[config.mk]
export PLATFORM = sky130hd
export DESIGN_NAME = sccb_ov5640_slave
export DESIGN_NICKNAME = d
export VERILOG_FILES = /design/src/rtl/sccb_ov5640_slave.sv
export SDC_FILE = /design/constraint.sdc
export NUM_CORES = 1
export LEC_CHECK = 0
export ABC_AREA = 1
export ABC_CLOCK_PERIOD_IN_PS = 3500
export CORE_ASPECT_RATIO = 1.2
export CORE_MARGIN = 2
export CORE_UTILIZATION = 36
export DETAILED_ROUTE_END_ITERATION = 12
export DONT_BUFFER_PORTS = 1
export GPL_TIMING_DRIVEN = 0
export PLACE_DENSITY_LB_ADDON = 0.05
export SETUP_SLACK_MARGIN = 0.05
export SYNTH_ARGS = -nofsm -noshare
export SYNTH_HDL_FRONTEND = slang
export SYNTH_SLANG_ARGS = --single-unit
[constraint.sdc]
create_clock -name clk -period 3.5 [get_ports clk]
set_input_delay 0.7 -clock clk [delete_from_list [all_inputs] [get_ports clk]]
set_output_delay 0.7 -clock clk [all_outputs]
set_load 0.005 [all_outputs]
[src/rtl/sccb_ov5640_slave.sv]
// rtl/sccb_ov5640_slave.sv - SCCB register slave with 16-bit auto-incrementing pointer
// Read path is built only when SCCB_SLAVE_READ_EN is defined.
module sccb_ov5640_slave #(
    parameter logic [6:0] DEV_ADDR   = 7'h3C,
    parameter int         FILTER_LEN = 3
) (
    input  logic        clk,
    input  logic        rst_n,
    input  logic        scl_i,
    input  logic        sda_i,
    output logic        sda_oe,
    output logic        wr_valid,
    output logic [15:0] wr_addr,
    output logic [7:0]  wr_data,
    output logic [15:0] rd_addr,
    input  logic [7:0]  rd_data,
    output logic        busy
);
    localparam int CNT_W = $clog2(FILTER_LEN + 1);

    typedef enum logic [2:0] {IDLE, DEV, ADDR_H, ADDR_L, DATA, RD, ACK, WAIT_STOP} state_t;

    // Bus sampling vectors: bit 0 is SCL, bit 1 is SDA.
    logic [1:0]       sync1_q, sync1_d, sync2_q, sync2_d, filt_q, filt_d, prev_q, prev_d;
    logic [CNT_W-1:0] cnt_q [2];
    logic [CNT_W-1:0] cnt_d [2];

    state_t      state_q, state_d, nxt_q, nxt_d;
    logic [3:0]  bit_cnt_q, bit_cnt_d;
    logic [7:0]  shift_q, shift_d, addr_h_q, addr_h_d;
    logic [15:0] ptr_q, ptr_d, wr_addr_q, wr_addr_d;
    logic [7:0]  wr_data_q, wr_data_d;
    logic        sda_oe_q, sda_oe_d, wr_valid_q, wr_valid_d, busy_q, busy_d;
`ifdef SCCB_SLAVE_READ_EN
    logic [7:0]  rd_shift_q, rd_shift_d;
    logic        mack_q, mack_d, mack_ok_q, mack_ok_d;
`else
    logic        unused_rd_data;
    assign unused_rd_data = ^rd_data;
`endif

    logic scl, sda, scl_rise, scl_fall, start_det, stop_det;

    assign sync1_d   = {sda_i, scl_i};
    assign sync2_d   = sync1_q;
    assign prev_d    = filt_q;
    assign scl       = filt_q[0];
    assign sda       = filt_q[1];
    assign scl_rise  = scl & ~prev_q[0];
    assign scl_fall  = ~scl & prev_q[0];
    assign start_det = scl & prev_q[0] & prev_q[1] & ~sda;
    assign stop_det  = scl & prev_q[0] & ~prev_q[1] & sda;

    always_comb begin
        filt_d = filt_q;
        for (int i = 0; i < 2; i++) begin
            cnt_d[i] = '0;
            if (sync2_q[i] != filt_q[i]) begin
                if (cnt_q[i] == CNT_W'(FILTER_LEN - 1)) filt_d[i] = sync2_q[i];
                else                                    cnt_d[i] = cnt_q[i] + CNT_W'(1);
            end
        end
    end

    always_comb begin
        state_d    = state_q;
        nxt_d      = nxt_q;
        bit_cnt_d  = bit_cnt_q;
        shift_d    = shift_q;
        addr_h_d   = addr_h_q;
        ptr_d      = ptr_q;
        wr_addr_d  = wr_addr_q;
        wr_data_d  = wr_data_q;
        sda_oe_d   = sda_oe_q;
        wr_valid_d = 1'b0;
        busy_d     = busy_q;
`ifdef SCCB_SLAVE_READ_EN
        rd_shift_d = rd_shift_q;
        mack_d     = mack_q;
        mack_ok_d  = mack_ok_q;
`endif
        if (start_det) begin
            state_d   = DEV;
            bit_cnt_d = '0;
            sda_oe_d  = 1'b0;
            busy_d    = 1'b1;
`ifdef SCCB_SLAVE_READ_EN
            mack_d    = 1'b0;
`endif
        end else if (stop_det) begin
            state_d  = IDLE;
            sda_oe_d = 1'b0;
            busy_d   = 1'b0;
        end else begin
            case (state_q)
                DEV, ADDR_H, ADDR_L, DATA: begin
                    if (scl_rise && bit_cnt_q != 4'd8) begin
                        shift_d   = {shift_q[6:0], sda};
                        bit_cnt_d = bit_cnt_q + 4'd1;
                    end else if (scl_fall && bit_cnt_q == 4'd8) begin
                        bit_cnt_d = '0;
                        state_d   = ACK;
                        sda_oe_d  = 1'b1;
                        case (state_q)
                            DEV: begin
                                if (shift_q[7:1] != DEV_ADDR) begin
                                    state_d  = WAIT_STOP;
                                    sda_oe_d = 1'b0;
                                end else if (!shift_q[0]) begin
                                    nxt_d = ADDR_H;
                                end else begin
`ifdef SCCB_SLAVE_READ_EN
                                    nxt_d = RD;
`else
                                    state_d  = WAIT_STOP;
                                    sda_oe_d = 1'b0;
`endif
                                end
                            end
                            ADDR_H: begin
                                addr_h_d = shift_q;
                                nxt_d    = ADDR_L;
                            end
                            ADDR_L: begin
                                ptr_d = {addr_h_q, shift_q};
                                nxt_d = DATA;
                            end
                            default: begin
                                wr_valid_d = 1'b1;
                                wr_addr_d  = ptr_q;
                                wr_data_d  = shift_q;
                                ptr_d      = ptr_q + 16'd1;
                                nxt_d      = DATA;
                            end
                        endcase
                    end
                end
                ACK: begin
`ifdef SCCB_SLAVE_READ_EN
                    if (mack_q && scl_rise) mack_ok_d = ~sda;
`endif
                    if (scl_fall) begin
                        bit_cnt_d = '0;
                        sda_oe_d  = 1'b0;
                        state_d   = nxt_q;
`ifdef SCCB_SLAVE_READ_EN
                        // First read bit goes out on the same falling edge that closes the ACK slot.
                        if (nxt_q == RD) begin
                            rd_shift_d = rd_data;
                            sda_oe_d   = ~rd_data[7];
                        end
                        if (mack_q) begin
                            mack_d = 1'b0;
                            if (!mack_ok_q) begin
                                state_d  = WAIT_STOP;
                                sda_oe_d = 1'b0;
                            end
                        end
`endif
                    end
                end
`ifdef SCCB_SLAVE_READ_EN
                RD: begin
                    if (scl_rise) begin
                        bit_cnt_d = bit_cnt_q + 4'd1;
                    end else if (scl_fall) begin
                        if (bit_cnt_q == 4'd8) begin
                            state_d   = ACK;
                            nxt_d     = RD;
                            mack_d    = 1'b1;
                            mack_ok_d = 1'b0;
                            sda_oe_d  = 1'b0;
                            ptr_d     = ptr_q + 16'd1;
                            bit_cnt_d = '0;
                        end else begin
                            rd_shift_d = {rd_shift_q[6:0], 1'b0};
                            sda_oe_d   = ~rd_shift_q[6];
                        end
                    end
                end
`endif
                default: ;
            endcase
        end
    end

    always_ff @(posedge clk or negedge rst_n) begin
        if (!rst_n) begin
            sync1_q    <= 2'b11;
            sync2_q    <= 2'b11;
            filt_q     <= 2'b11;
            prev_q     <= 2'b11;
            cnt_q      <= '{default: '0};
            state_q    <= IDLE;
            nxt_q      <= IDLE;
            bit_cnt_q  <= '0;
            shift_q    <= '0;
            addr_h_q   <= '0;
            ptr_q      <= '0;
            wr_addr_q  <= '0;
            wr_data_q  <= '0;
            sda_oe_q   <= 1'b0;
            wr_valid_q <= 1'b0;
            busy_q     <= 1'b0;
`ifdef SCCB_SLAVE_READ_EN
            rd_shift_q <= '0;
            mack_q     <= 1'b0;
            mack_ok_q  <= 1'b0;
`endif
        end else begin
            sync1_q    <= sync1_d;
            sync2_q    <= sync2_d;
            filt_q     <= filt_d;
            prev_q     <= prev_d;
            cnt_q      <= cnt_d;
            state_q    <= state_d;
            nxt_q      <= nxt_d;
            bit_cnt_q  <= bit_cnt_d;
            shift_q    <= shift_d;
            addr_h_q   <= addr_h_d;
            ptr_q      <= ptr_d;
            wr_addr_q  <= wr_addr_d;
            wr_data_q  <= wr_data_d;
            sda_oe_q   <= sda_oe_d;
            wr_valid_q <= wr_valid_d;
            busy_q     <= busy_d;
`ifdef SCCB_SLAVE_READ_EN
            rd_shift_q <= rd_shift_d;
            mack_q     <= mack_d;
            mack_ok_q  <= mack_ok_d;
`endif
        end
    end

    assign sda_oe   = sda_oe_q;
    assign wr_valid = wr_valid_q;
    assign wr_addr  = wr_addr_q;
    assign wr_data  = wr_data_q;
    assign rd_addr  = ptr_q;
    assign busy     = busy_q;
endmodule

==> results.md <==
* Worst Max-Slew Pin Slew at 0.333 ns
* Fin worst setup slack at 1.76 ns
* Worst slew margin at 77.6%
* Worst-Skew Late Latency at 0.34 ns
* Peak VDD IR at 0.000324 V
* Final Hold Fails at 0
* Layout area overhead at 10.8%
* Routed vias at 2983
* Hold Worst Slack at 0.0512 ns
* Yosys warns at 0
* Final setup fails at 0
* Dpl hpwl at 6870 um
* Max Slew Vio Count at 0
* Die area at 0.0119 sq mm
* Nets at 490
* Share of the clock period used by the worst path at 49.6%
* Die W at 100 um
* RSZ-0062 raised after global routing: no
* Overall routed net length at 9410 um
* I/O Buffers at 0
* Final setup TNS at 0 ns
* Crit-path leading delay family: simple AND/OR/NAND/NOR gates
* Final worst path period need at 1.74 ns
* Finished Cell Area at 0.00442 sq mm
* Chip height at 119 um
* Critical Path Max Stage Delay at 0.40 ns
* First-pass GRT wire length at 15700 um
* Clock transition at path regs at 0.06 ns
* Total chip power at 2.82 mW
* Worst path bufs/invs at 2
* Critical path's slowest cell: dfrtp_1
* DRC Markers at 0
* DR WL/cell at 15.4 um
* Async set-reset flop share out of synthesis at 100%
* Hold Crit Class: in -> async
* Worst-path maximum fanout at 10
* Grt ovf at 0
* Htree depth at 3
* Seq cells post-synth at 81
* Syn avg cell area at 8.59 sq um
* TritonRoute pass-1 iters at 4
* # rows at 42
* Post-CTS Setup Inserts at 0
* Number of global-route vias before repair at 2937
* Post-synth net total at 479
* DRT antenna net count at 0
* CTS Sinks at 81
* Vias per cell at 4.87
* Yosys top cell by area: dfrtp_1
* Synth top area share at 45.8%
* Clock Tree Root: clkbuf_16
* Hold_buf cts at 0
* Required time of the critical path at 3.71 ns
* Fmax achieved at 576 MHz
* # IOs at 55
* R2r setup slk at 1.76 ns
* Yosys cell types at 33
* Routability cong. at 0.765
* Synth Cell Area at 0.00399 sq mm
* Layout cells sized above 1 at 16.7%
* Dpl cell area at 0.00415 sq mm
* Initial antenna violation count at 0
* Post-synth EDFFs at 0
* # diodes at 0
* Placement Setup Slack at 1.73 ns
* Outcome: finished, final reports clean
* Worst endpoint data arrival time at 1.95 ns
* MaxCap Viol Count at 0
* Gate Count Post-Synth at 464
* Fin util at 40.4%
* Primary FF master, synth: dfrtp_1
* Worst Skew at 0.00303 ns
* P per Cell Area at 638 mW/mm^2
* Non-filler cells, final at 612
* Core Region at 0.0109 sq mm
* Worst Setup End Kind: flop
* Element type at the critical path start: flop
* CTS Buf Count at 9
* Synth top area cells: dfrtp_1 46%, nand2_1 13%, dfstp_2 5.3%, nor2_1 4.8%, inv_1 4.4%
* GRT Overall Usage at 17.2%
* Leakage Power at 2.17 nW
* Post-synthesis sequential area ratio at 51.1%
* Initial DRC Count at 127
* Pin count of the biggest net entering global routing at 82
* Kind of critical path: reg -> reg
* Clock tree buffer depth at 2
* Placed cells at 596
* Post_cts resized at 0
* Cells along the critical path: inv_1 > ha_1 > nand2_1 > nor2_4 > nand2_4 > nor2_8 > buf_2 > a21oi_1
* CTS tree: done
* Starting Density at 36.5%
## placed cells by master, fill, tap and decap left out
cell	synthesis	final
o21ai_1	4	4
clkinvlp_4	0	2
nand2_4	3	3
nand2_2	1	1
nand4_4	1	1
nor2_4	2	2
or2_2	1	1
nor2_1	51	51
xnor2_1	3	3
clkbuf_1	0	1
dfrtp_1	73	73
dfstp_2	8	8
nand3_4	5	5
o21a_1	1	1
inv_2	6	6
nor2_8	1	1
o211ai_2	1	1
o21ai_2	16	16
clkbuf_16	0	9
clkinv_2	1	5
nand3_1	35	35
nor2_2	1	1
a21oi_1	21	21
buf_6	7	7
nand3_2	1	1
a21oi_2	6	6
buf_12	1	1
nand2_1	136	136
o21ai_0	13	13
ha_1	3	3
xor2_1	2	2
inv_1	47	47
nor3_1	7	7
nand4_1	3	3
buf_2	2	2
buf_4	1	1
## registers in the layout (all words and copies together), names as in the netlist
| signal | cells |
|---|---|
| shift_q | 8 |
| bit_cnt_q | 4 |
| prev_q | 2 |
| wr_valid | 1 |
| sync1_q | 2 |
| cnt_q | 4 |
| rd_addr | 16 |
| wr_data | 8 |
| busy | 1 |
| addr_h_q | 8 |
| wr_addr | 16 |
| filt_q | 2 |
| sda_oe | 1 |
| state_q | 3 |
| sync2_q | 2 |
| nxt_q | 3 |
## path summary, 6_finish.rpt
path                         startpoint  cells after the start     endpoint
hold reg to reg              sync1_q[0]                      0   sync2_q[0]
max in group asynchronous         rst_n                      0    filt_q[1]
setup / recovery           bit_cnt_q[0]                      8   wr_data[6]
setup reg to reg           bit_cnt_q[0]                      8   wr_data[6]
min in group clk                  sda_i                      0   sync1_q[1]
hold / removal                    rst_n                      0  wr_addr[13]
## cells in the mapped netlist, types with 4 or more instances
cell type  instances
o21ai_2           16
dfrtp_1           73
nor2_1            51
nand2_1          136
dfstp_2            8
nand3_1           35
inv_2              6
o21ai_0           13
o21ai_1            4
inv_1             47
a21oi_2            6
buf_6              7
a21oi_1           21
nand3_4            5
nor3_1             7
## where the power goes
part | internal, mW | switching [mW] | total [mW]
Clock | 0.475 | 0.385 | 0.860
Combinational | 0.253 | 0.513 | 0.766
Sequential | 1.08 | 0.113 | 1.19
## cell families after synthesis
family | synth area share, %
AOI/OAI and AO/OA | 10.1
xor gates and xnor gates | 1.10
adders and majority gates | 0.942
buffers and inverters | 8.04
DFF | 51.1
and+or+nand+nor | 28.7
## routing by layer
layer  global-route usage (%)  wire length (um)  up-vias
met4                     7.79               199        0
met1                     21.3              4100     1427
met5                        0                 0        -
li1                         -                 -     1497
met2                     29.2              4840       47
met3                     2.88               274       12
## layout make-up
cell class,instances,area (sq um)
Buffer,11,116
Multi-Input combinational cell,318,1630
Clock inverter,6,35.0
Clock buffer,10,229
Inverter,54,204
Tap cell,132,165
Sequential cell,81,2040
Fill cell,1137,6520
No activity file was read; power rests on OpenSTA's default activity.
